===== config.mk =====
export PLATFORM = sky130hd
export DESIGN_NAME = ddc_stream_sender
export DESIGN_NICKNAME = d
export VERILOG_FILES = /design/src/rtl/ddc_stream_sender.sv
export SDC_FILE = /design/constraint.sdc
export NUM_CORES = 1
export LEC_CHECK = 0
export ABC_AREA = 0
export CAP_MARGIN = 20
export CORE_MARGIN = 3
export CORE_UTILIZATION = 66
export DETAILED_ROUTE_END_ITERATION = 16
export GPL_TIMING_DRIVEN = 0
export HOLD_SLACK_MARGIN = 0.08
export PLACE_DENSITY = 0.86
export SLEW_MARGIN = 10
export SYNTH_ARGS = -nofsm -noshare
export SYNTH_HDL_FRONTEND = slang
export SYNTH_SLANG_ARGS = --single-unit

===== constraint.sdc =====
create_clock -name tx_clock -period 6.1 [get_ports tx_clock]
set_clock_uncertainty 0.2 [all_clocks]
set_input_delay 1.22 -clock tx_clock [delete_from_list [all_inputs] [get_ports tx_clock]]
set_output_delay 1.22 -clock tx_clock [all_outputs]
set_load 0.02 [all_outputs]

===== src/rtl/ddc_stream_sender.sv =====
// ddc_stream_sender
//   Round-robin packetiser for NR DDC receive streams on the Ethernet
//   transmit path. It scans the stream ready flags and picks one ready
//   stream. It then frames one UDP payload for that stream and hands it to
//   the UDP/IP transmitter a byte at a time.
//
//   Frame layout (big-endian header, then interleaved I/Q bytes):
//     bytes  0..3   per-stream sequence number
//     bytes  4..11  64-bit timestamp, latched when the packet is set up
//     bytes 12..13  bits per sample (24 or 16)
//     bytes 14..15  samples per frame
//     bytes 16..    sample bytes taken from the selected stream's rx_data
//
// Ports
//   tx_clock           transmit clock; all logic uses its rising edge
//   reset_n            asynchronous active-low reset
//   run                streaming enable
//   sample24           1 = 24-bit samples (6 bytes per I/Q pair), 0 = 16-bit (4 bytes)
//   samples_per_frame  I/Q samples per packet (1..255)
//   fifo_ready[NR]     stream k holds a complete frame
//   rx_data[8*NR]      byte k*8+:8 is the output of stream k's FIFO
//   udp_tx_enable      transmitter grants the pending request
//   udp_tx_active      transmitter consumes udp_tx_data this cycle
//   udp_tx_request     a packet is pending or being sent
//   udp_tx_length      UDP payload length in bytes
//   udp_tx_data        current payload byte
//   port_ID            source-port offset (PORT_BASE + stream)
//   fifo_rdreq[NR]     read strobe for each stream
//   phy_ready          no DDC packet in progress or pending
module ddc_stream_sender #(
  parameter int NR        = 4,
  parameter int PORT_BASE = 11,
  parameter int TIMEOUT   = 250000000
) (
  input  logic            tx_clock,
  input  logic            reset_n,
  input  logic            run,
  input  logic            sample24,
  input  logic [15:0]     samples_per_frame,
  input  logic [NR-1:0]   fifo_ready,
  input  logic [8*NR-1:0] rx_data,
  input  logic            udp_tx_enable,
  input  logic            udp_tx_active,
  output logic            udp_tx_request,
  output logic [15:0]     udp_tx_length,
  output logic [7:0]      udp_tx_data,
  output logic [7:0]      port_ID,
  output logic [NR-1:0]   fifo_rdreq,
  output logic            phy_ready
);

  localparam int PW = (NR > 1) ? $clog2(NR) : 1;
  localparam int WW = $clog2(TIMEOUT + 1);

  typedef enum logic [1:0] {IDLE, LOAD, REQ, SEND} state_t;

  state_t          state, state_nxt;
  logic [PW-1:0]   ptr, ptr_next, sel;
  logic [31:0]     seq [NR];
  logic [63:0]     ts, ts_lat;
  logic            s24_lat;
  logic [15:0]     spf_lat;
  logic [15:0]     byte_no;
  logic [WW-1:0]   wd;
  logic            timeout;
  logic            last_byte;
  logic            rd_window;
  logic [31:0]     seq_sel;
  logic [7:0]      rx_sel;

  assign seq_sel   = seq[sel];
  assign rx_sel    = rx_data[8*sel +: 8];
  assign ptr_next  = (ptr == PW'(NR - 1)) ? '0 : ptr + PW'(1);
  assign last_byte = (state == SEND) && (byte_no == udp_tx_length);
  // The FIFO output trails its read strobe by two consumed bytes, so reads
  // start at byte 13 to put the first sample byte on rx_data at byte 16.
  assign rd_window = (byte_no >= 16'd13) && (byte_no <= udp_tx_length - 16'd4);
  assign timeout   = (state != IDLE) && !run && (wd == WW'(TIMEOUT - 1));

  // Byte idx of the frame being sent; header from the per-packet latches,
  // everything past the header straight from the selected stream.
  function automatic logic [7:0] frame_byte(input logic [15:0] idx);
    logic [7:0]  b;
    logic [15:0] bits;
    bits = s24_lat ? 16'd24 : 16'd16;
    case (idx)
      16'd0:   b = seq_sel[31:24];
      16'd1:   b = seq_sel[23:16];
      16'd2:   b = seq_sel[15:8];
      16'd3:   b = seq_sel[7:0];
      16'd4:   b = ts_lat[63:56];
      16'd5:   b = ts_lat[55:48];
      16'd6:   b = ts_lat[47:40];
      16'd7:   b = ts_lat[39:32];
      16'd8:   b = ts_lat[31:24];
      16'd9:   b = ts_lat[23:16];
      16'd10:  b = ts_lat[15:8];
      16'd11:  b = ts_lat[7:0];
      16'd12:  b = bits[15:8];
      16'd13:  b = bits[7:0];
      16'd14:  b = spf_lat[15:8];
      16'd15:  b = spf_lat[7:0];
      default: b = rx_sel;
    endcase
    return b;
  endfunction

  // ---- FSM: state register ----
  always_ff @(posedge tx_clock or negedge reset_n) begin
    if (!reset_n) state <= IDLE;
    else          state <= state_nxt;
  end

  // ---- FSM: next state ----
  always_comb begin
    state_nxt = state;
    case (state)
      IDLE:    if (run && fifo_ready[ptr]) state_nxt = LOAD;
      LOAD:    state_nxt = REQ;
      REQ:     if (udp_tx_enable) state_nxt = SEND;
      SEND:    if (last_byte) state_nxt = IDLE;
      default: state_nxt = IDLE;
    endcase
    if (timeout) state_nxt = IDLE;
  end

  // ---- FSM: combinational outputs ----
  always_comb begin
    fifo_rdreq = '0;
    if ((state == SEND) && udp_tx_active && rd_window && !timeout)
      fifo_rdreq[sel] = 1'b1;
    phy_ready = (state == IDLE) && !(|fifo_ready);
  end

  // ---- timestamp: free-running while run is high ----
  always_ff @(posedge tx_clock or negedge reset_n) begin
    if (!reset_n)  ts <= '0;
    else if (run)  ts <= ts + 64'd1;
    else           ts <= '0;
  end

  // ---- round-robin scan: one stream examined per IDLE cycle ----
  always_ff @(posedge tx_clock or negedge reset_n) begin
    if (!reset_n) begin
      ptr <= '0;
      sel <= '0;
    end else if (!run) begin
      ptr <= '0;
    end else if (state == IDLE) begin
      if (fifo_ready[ptr]) sel <= ptr;
      ptr <= ptr_next;
    end
  end

  // ---- packet setup: width, length, timestamp and port latched in LOAD ----
  always_ff @(posedge tx_clock or negedge reset_n) begin
    if (!reset_n) begin
      udp_tx_length <= '0;
      port_ID       <= '0;
      ts_lat        <= '0;
      s24_lat       <= 1'b0;
      spf_lat       <= '0;
    end else if (state == LOAD) begin
      udp_tx_length <= 16'd16 + samples_per_frame * (sample24 ? 16'd6 : 16'd4);
      port_ID       <= 8'(PORT_BASE) + 8'(sel);
      ts_lat        <= ts;
      s24_lat       <= sample24;
      spf_lat       <= samples_per_frame;
    end
  end

  // ---- byte engine: request handshake and byte sequencing ----
  always_ff @(posedge tx_clock or negedge reset_n) begin
    if (!reset_n) begin
      udp_tx_request <= 1'b0;
      udp_tx_data    <= '0;
      byte_no        <= '0;
    end else if (timeout) begin
      udp_tx_request <= 1'b0;
    end else begin
      case (state)
        LOAD: udp_tx_request <= 1'b1;
        REQ: begin
          if (udp_tx_enable) begin
            byte_no     <= '0;
            udp_tx_data <= frame_byte(16'd0);
          end
        end
        SEND: begin
          if (last_byte) begin
            udp_tx_request <= 1'b0;
          end else if (udp_tx_active) begin
            byte_no     <= byte_no + 16'd1;
            udp_tx_data <= frame_byte(byte_no + 16'd1);
          end
        end
        default: ;
      endcase
    end
  end

  // ---- sequence counters: bump on a completed packet, clear when stopped ----
  always_ff @(posedge tx_clock or negedge reset_n) begin
    if (!reset_n) begin
      for (int k = 0; k < NR; k++) seq[k] <= '0;
    end else if ((state == IDLE) && !run) begin
      for (int k = 0; k < NR; k++) seq[k] <= '0;
    end else if (last_byte && !timeout) begin
      seq[sel] <= seq[sel] + 32'd1;
    end
  end

  // ---- watchdog: counts cycles stuck outside IDLE with run low ----
  always_ff @(posedge tx_clock or negedge reset_n) begin
    if (!reset_n)                              wd <= '0;
    else if ((state == IDLE) || run || timeout) wd <= '0;
    else                                       wd <= wd + WW'(1);
  end

endmodule


### Word-level counts from Yosys, hierarchy flattened

Cells that the tools add are included.

* output and inout port bits: 38
* logic and storage cells: 130
* bits in registers: 356
* input port bits: 58

* reduce and logical (&&, ||, !) cells: 29
* muxes and demuxes: 37
* $add $sub $neg: 8
* magnitude comparators: 7
* multipliers: 1
* shift-type cells: 1
* bitwise logic cells: 2
* equal/unequal tests: 28

Operator list (number)
* $mux W128: 2
* $bwmux W128: 1
* $eq A16 B4 Y1 const B: 8
* $pmux W8 S16: 1
* $mux W32: 3
* $add A64 B1 Y64 const B: 1
* $bmux W32 S2: 1
* $demux W32 S2: 1
* $eq A16 B3 Y1 const B: 4
* $mux W64: 1
* $mux W16: 3
* $add A32 B1 Y32 const B: 1
* $eq A16 B2 Y1 const B: 2
* $pmux W16 S2: 1
* $shiftx A32 B6 Y8: 1
* $add A28 B1 Y28 const B: 1
* $eq A28 B28 Y1 const B: 1
* $mux W28: 1
* $mux W8: 3
* $add A16 B1 Y16 const B: 1
* $add A5 B16 Y16 const A: 1
* $eq A16 B1 Y1 const B: 1
* $eq A16 B16 Y1: 1
* $ge A16 B4 Y1 const B: 1
* other kinds (35): 71

### Logic depth before layout (Yosys ltp)

* depth in word-level cells: 8
* depth in mapped cells: 15
* depth with buffers taken out: 14

### Worst setup path after synthesis

OpenSTA, ideal clock, no wires.

* kind: reg2out
* from: reg udp_tx_length[5]
* to: out fifo_rdreq[0]
* path slack: 1632 ps
* data arrival time: 3048 ps
* buffers on the path: 1
* required time: 4680 ps
* stages on the path, launching flop included: 15
* cells stage by stage: dfrtp_1 > clkbuf_1 > nor4_1 > nand2b_1 > nor3_1 > xnor2_1 > ha_1 > a21o_1 > a21o_1 > a21o_1 > a21o_1 > a21o_1 > a21oi_1 > o21ai_0 > nor2_1

* cells in the longest elaborated chain, start to end: 6

Ends and longest elaborated chain
* start, declared: RTL line 45 `output logic [15:0] udp_tx_length,`
* start signal, assigned: RTL line 164 `udp_tx_length <= 16'd16 + samples_per_frame * (sample24 ? 16'd6 : 16'd4);`
* $sub A16 B3 Y16: RTL line 77 `assign rd_window = (byte_no >= 16'd13) && (byte_no <= udp_tx_length - 16'd4);`
* $le A16 B16 Y1: RTL line 77
* $logic_and A1 B1 Y1: RTL line 77
* $logic_and A1 B1 Y1 (2 in a row): RTL line 130 `if ((state == SEND) && udp_tx_active && rd_window && !timeout)`
* $mux W4: RTL line 130
* end, declared: RTL line 48 `output logic [NR-1:0] fifo_rdreq,`

No other way between the ends.

### Worst setup path in the final report

Same ends and word-level chain as after synthesis.

==> out/metrics.yaml <==
critical_path:
  crit_family: "compound AO/OA/AOI/OAI gates"
  timing.rr.start: "sel[1]"
  path_buf_inv: 2
  path_class: "register to output pin"
  startpoint_type: "register"
  max_stage_delay_ns: 0.65
  crit_required_ns: 4.68
  slowest_stage: "clkdlybuf4s50_1"
  crit_path_end_kind: "output pin"
  crit_start: "udp_tx_length[5]"
  cp_cell_sequence: "clkbuf_1 > nor4_2 > nand2b_1 > nor3_1 > xnor2_1 > ha_1 > a21o_1 > a21o_1 > a21o_1 > a21o_1 > a21o_1 > a21oi_1 > o21ai_1 > nor2_1 > clkdlybuf4s50_1"
  crit_top_cell: "a21o_1"
  arrival_ns: 4.38
  crit_fanout: 6
floorplan:
  rows: 62
  start_util: 0.672
  die_width_um: 177
  die_y_um: 177
  core_area_um2: 28800
  dieArea_um2: 31400
  io_pins: 96
clocking:
  clockBufferDepth: 3
  htree_levels: 2
  clkTransAtPathRegs_ns: 0.06
  cts_tree: "built"
  cts_sinks: 351
  cts_buffers: 37
  hold_buffers: 0
  cts-root-buf: "clkbuf_16"
  postCtsSetupRepairBufs: 0
  clock_latency_ns: 0.55
logic_synthesis:
  yosysMostFrequentCell: "dfrtp_1"
  ys_seq_elements: 351
  dominantRegCellSynth: "dfrtp_1"
  ys_seq_area_frac: 0.454
  ys_top_cells_by_count: "dfrtp_1 (351), nand2_1 (260), o21ai_0 (190), mux2_2 (90), nor2_1 (87)"
  synth_area_per_cell_um2: 10.1
  synth_edf_count: 0
  synthArstFlopShare: 1.00
  synthTopCellsByArea: "dfrtp_1 (45%), mux2_2 (5.2%), nand2_1 (5.0%), o21ai_0 (4.9%), mux4_2 (4.8%)"
  synth_area_um2: 19300
  yosys_warnings: 0
  ys_types: 79
  synth.top_cell.area_share: 0.454
  synth_largest_area_cell: "dfrtp_1"
  syn_inst: 1909
power:
  seq_power_share: 0.387
  comb_power_share: 0.288
  p_sw_w: 0.00245
  p_per_area_nw_per_um2: 321
  leakagePower_nw: 9.46
  irDropWorstVdd_mv: 0.264
  swShare: 0.346
  p_int_w: 0.00463
  pwr-share-clk: 0.325
timing:
  fmax_ghz: 0.172
  fin_ws_ns: 0.300
  slew_viol_final: 0
  rsz0062_at_grt: "no"
  setup_violations: 0
  relSlewSlack: 0.335
  tightestPinTransition_ns: 0.997
  fin_hold_ws_ns: 0.279
  tns_ns: 0
  min_period_ns: 5.80
  hold_viol: 0
  post-route-period-util: 0.951
hold_path:
  min_path_type: "register to register"
  hp-start: "seq[125]"
cells_and_area:
  final_cells: 2459
  syn2layout_area_growth_pct: 14.1
  drive_gt1_frac: 0.120
  layout.nets: 2176
  n_antenna_cell: 0
  final_area_um2: 22100
detailed_routing:
  via_per_inst: 6.64
  drt_wl_total_um: 56100
  antenna_left: 0
  vias: 16300
  drt-initial-drc-count: 1924
  wl_per_cell_um: 22.8
  firstDrtPassIters: 8
  drc_errors: 0
global_route:
  use_met3: 0.0824
  grt_pass1_wl_um: 87900
  top_usage_layer: "met2"
  use_met1: 0.455
  grt_usage: 0.357
  grt_max_degree: 97
  use_met2: 0.584
  overflow: 0
  grt_pass1_vias: 16500
  antenna_found_initial: 2
place:
  gp_congestion: 0.956
  dp_hpwl_um: 39300
  io_buffers: 90
  placed_area_um2: 20800
  dp.cells: 2390
  place_ws_ns: 0.583
flow_run:
  maxCapViolations: 0
status:
  outcome: "complete, no violations"
[placed cells by master, fill, tap and decap left out, types with 40 or more instances in the layout]
| cell | Yosys | final |
|---|---|---|
| xor2_1 | 63 | 63 |
| clkbuf_1 | 77 | 85 |
| inv_1 | 40 | 40 |
| dfrtp_1 | 351 | 351 |
| mux2_2 | 90 | 90 |
| a21oi_1 | 51 | 51 |
| xnor2_1 | 79 | 79 |
| and2_1 | 83 | 83 |
| clkdlybuf4s50_1 | 0 | 89 |
| nand3_1 | 58 | 58 |
| o21ai_0 | 190 | 189 |
| nand2_1 | 260 | 260 |
| nand4_1 | 42 | 42 |
| ha_1 | 71 | 71 |
| mux4_2 | 41 | 41 |
| nor2_1 | 87 | 87 |
[power by group through the flow]
stage | Sequential, W | Clock [W] | Combinational (W)
final | 0.00274 | 0.00230 | 0.00204
after global routing | 0.00275 | 0.00239 | 0.00218
after CTS | 0.00273 | 0.00230 | 0.00200
after detailed placement | 0.00277 | 0 | 0.00197
after global placement | 0.00276 | 0 | 0.00193
after floorplan | 0.00277 | 0 | 0.00119
[state kept, by name, indices dropped and copies added (netlist names)]
| name | count |
|---|---|
| udp_tx_length | 15 |
| udp_tx_data | 8 |
| wd | 28 |
| seq | 128 |
| sel | 2 |
| udp_tx_request | 1 |
| ts_lat | 64 |
| port_ID | 4 |
| state | 2 |
| byte_no | 16 |
| spf_lat | 16 |
| ptr | 2 |
| s24_lat | 1 |
| ts | 64 |
[final timing paths]
path / slack (ns) / to / cells after the start
setup / recovery: 0.30 / fifo_rdreq[0] / 15
hold / removal: 0.28 / seq[125] / 2
setup reg to reg: 1.57 / seq[75] / 10
hold reg to reg: 0.28 / seq[125] / 2
max in group asynchronous: 3.96 / seq[14] / 3
min in group asynchronous: 0.45 / byte_no[13] / 1
[cell families (layout without fill, tap and decap cells)]
family / after synthesis / after routing / synth area share
simple gates: 703 / 703 / 0.185
compound gates: 355 / 355 / 0.112
flops: 351 / 351 / 0.454
buf+inv: 148 / 310 / 0.0339
xor+xnor: 143 / 143 / 0.0652
mux: 136 / 136 / 0.103
fa+ha+maj: 72 / 72 / 0.0470
other cells: 1 / 5 / 0.000194
[metal layers]
| layer | vias to the layer above | wire length (um) |
|---|---|---|
| met2 | 938 | 26800 |
| met5 | - | 24 |
| met3 | 243 | 5100 |
| met4 | 4 | 3030 |
| met1 | 8053 | 21200 |
| li1 | 7079 | - |
[per-stage QoR]
step | power (W) | util
5_1_grt | 0.00732 | 0.767
3_5_place_dp | 0.00474 | 0.724
3_3_place_gp | 0.00469 | 0.720
4_1_cts | 0.00703 | 0.766
2_1_floorplan | 0.00396 | -
6_report | 0.00708 | 0.767
[what timing repair did]
action                                 CTS  global route
resized for setup                        0             2
setup endpoints to repair                0             4
endpoints found under the hold margin    0             0
[layout make-up]
class	instances	area (um^2)
Sequential cell	351	8780
Inverter	40	150
Clock inverter	15	154
Timing Repair Buffer	94	1000
Fill cell	1850	6710
Clock buffer	53	1080
Buffer	108	505
Multi-Input combinational cell	1414	9920
Tap cell	384	480
[worst min-delay path, cell delays in order (launching register included)]
cell	delay (ns)
dfrtp_1	0.34
nand2_1	0.04
o21ai_0	0.06
Power figures use the tool's default switching activity.
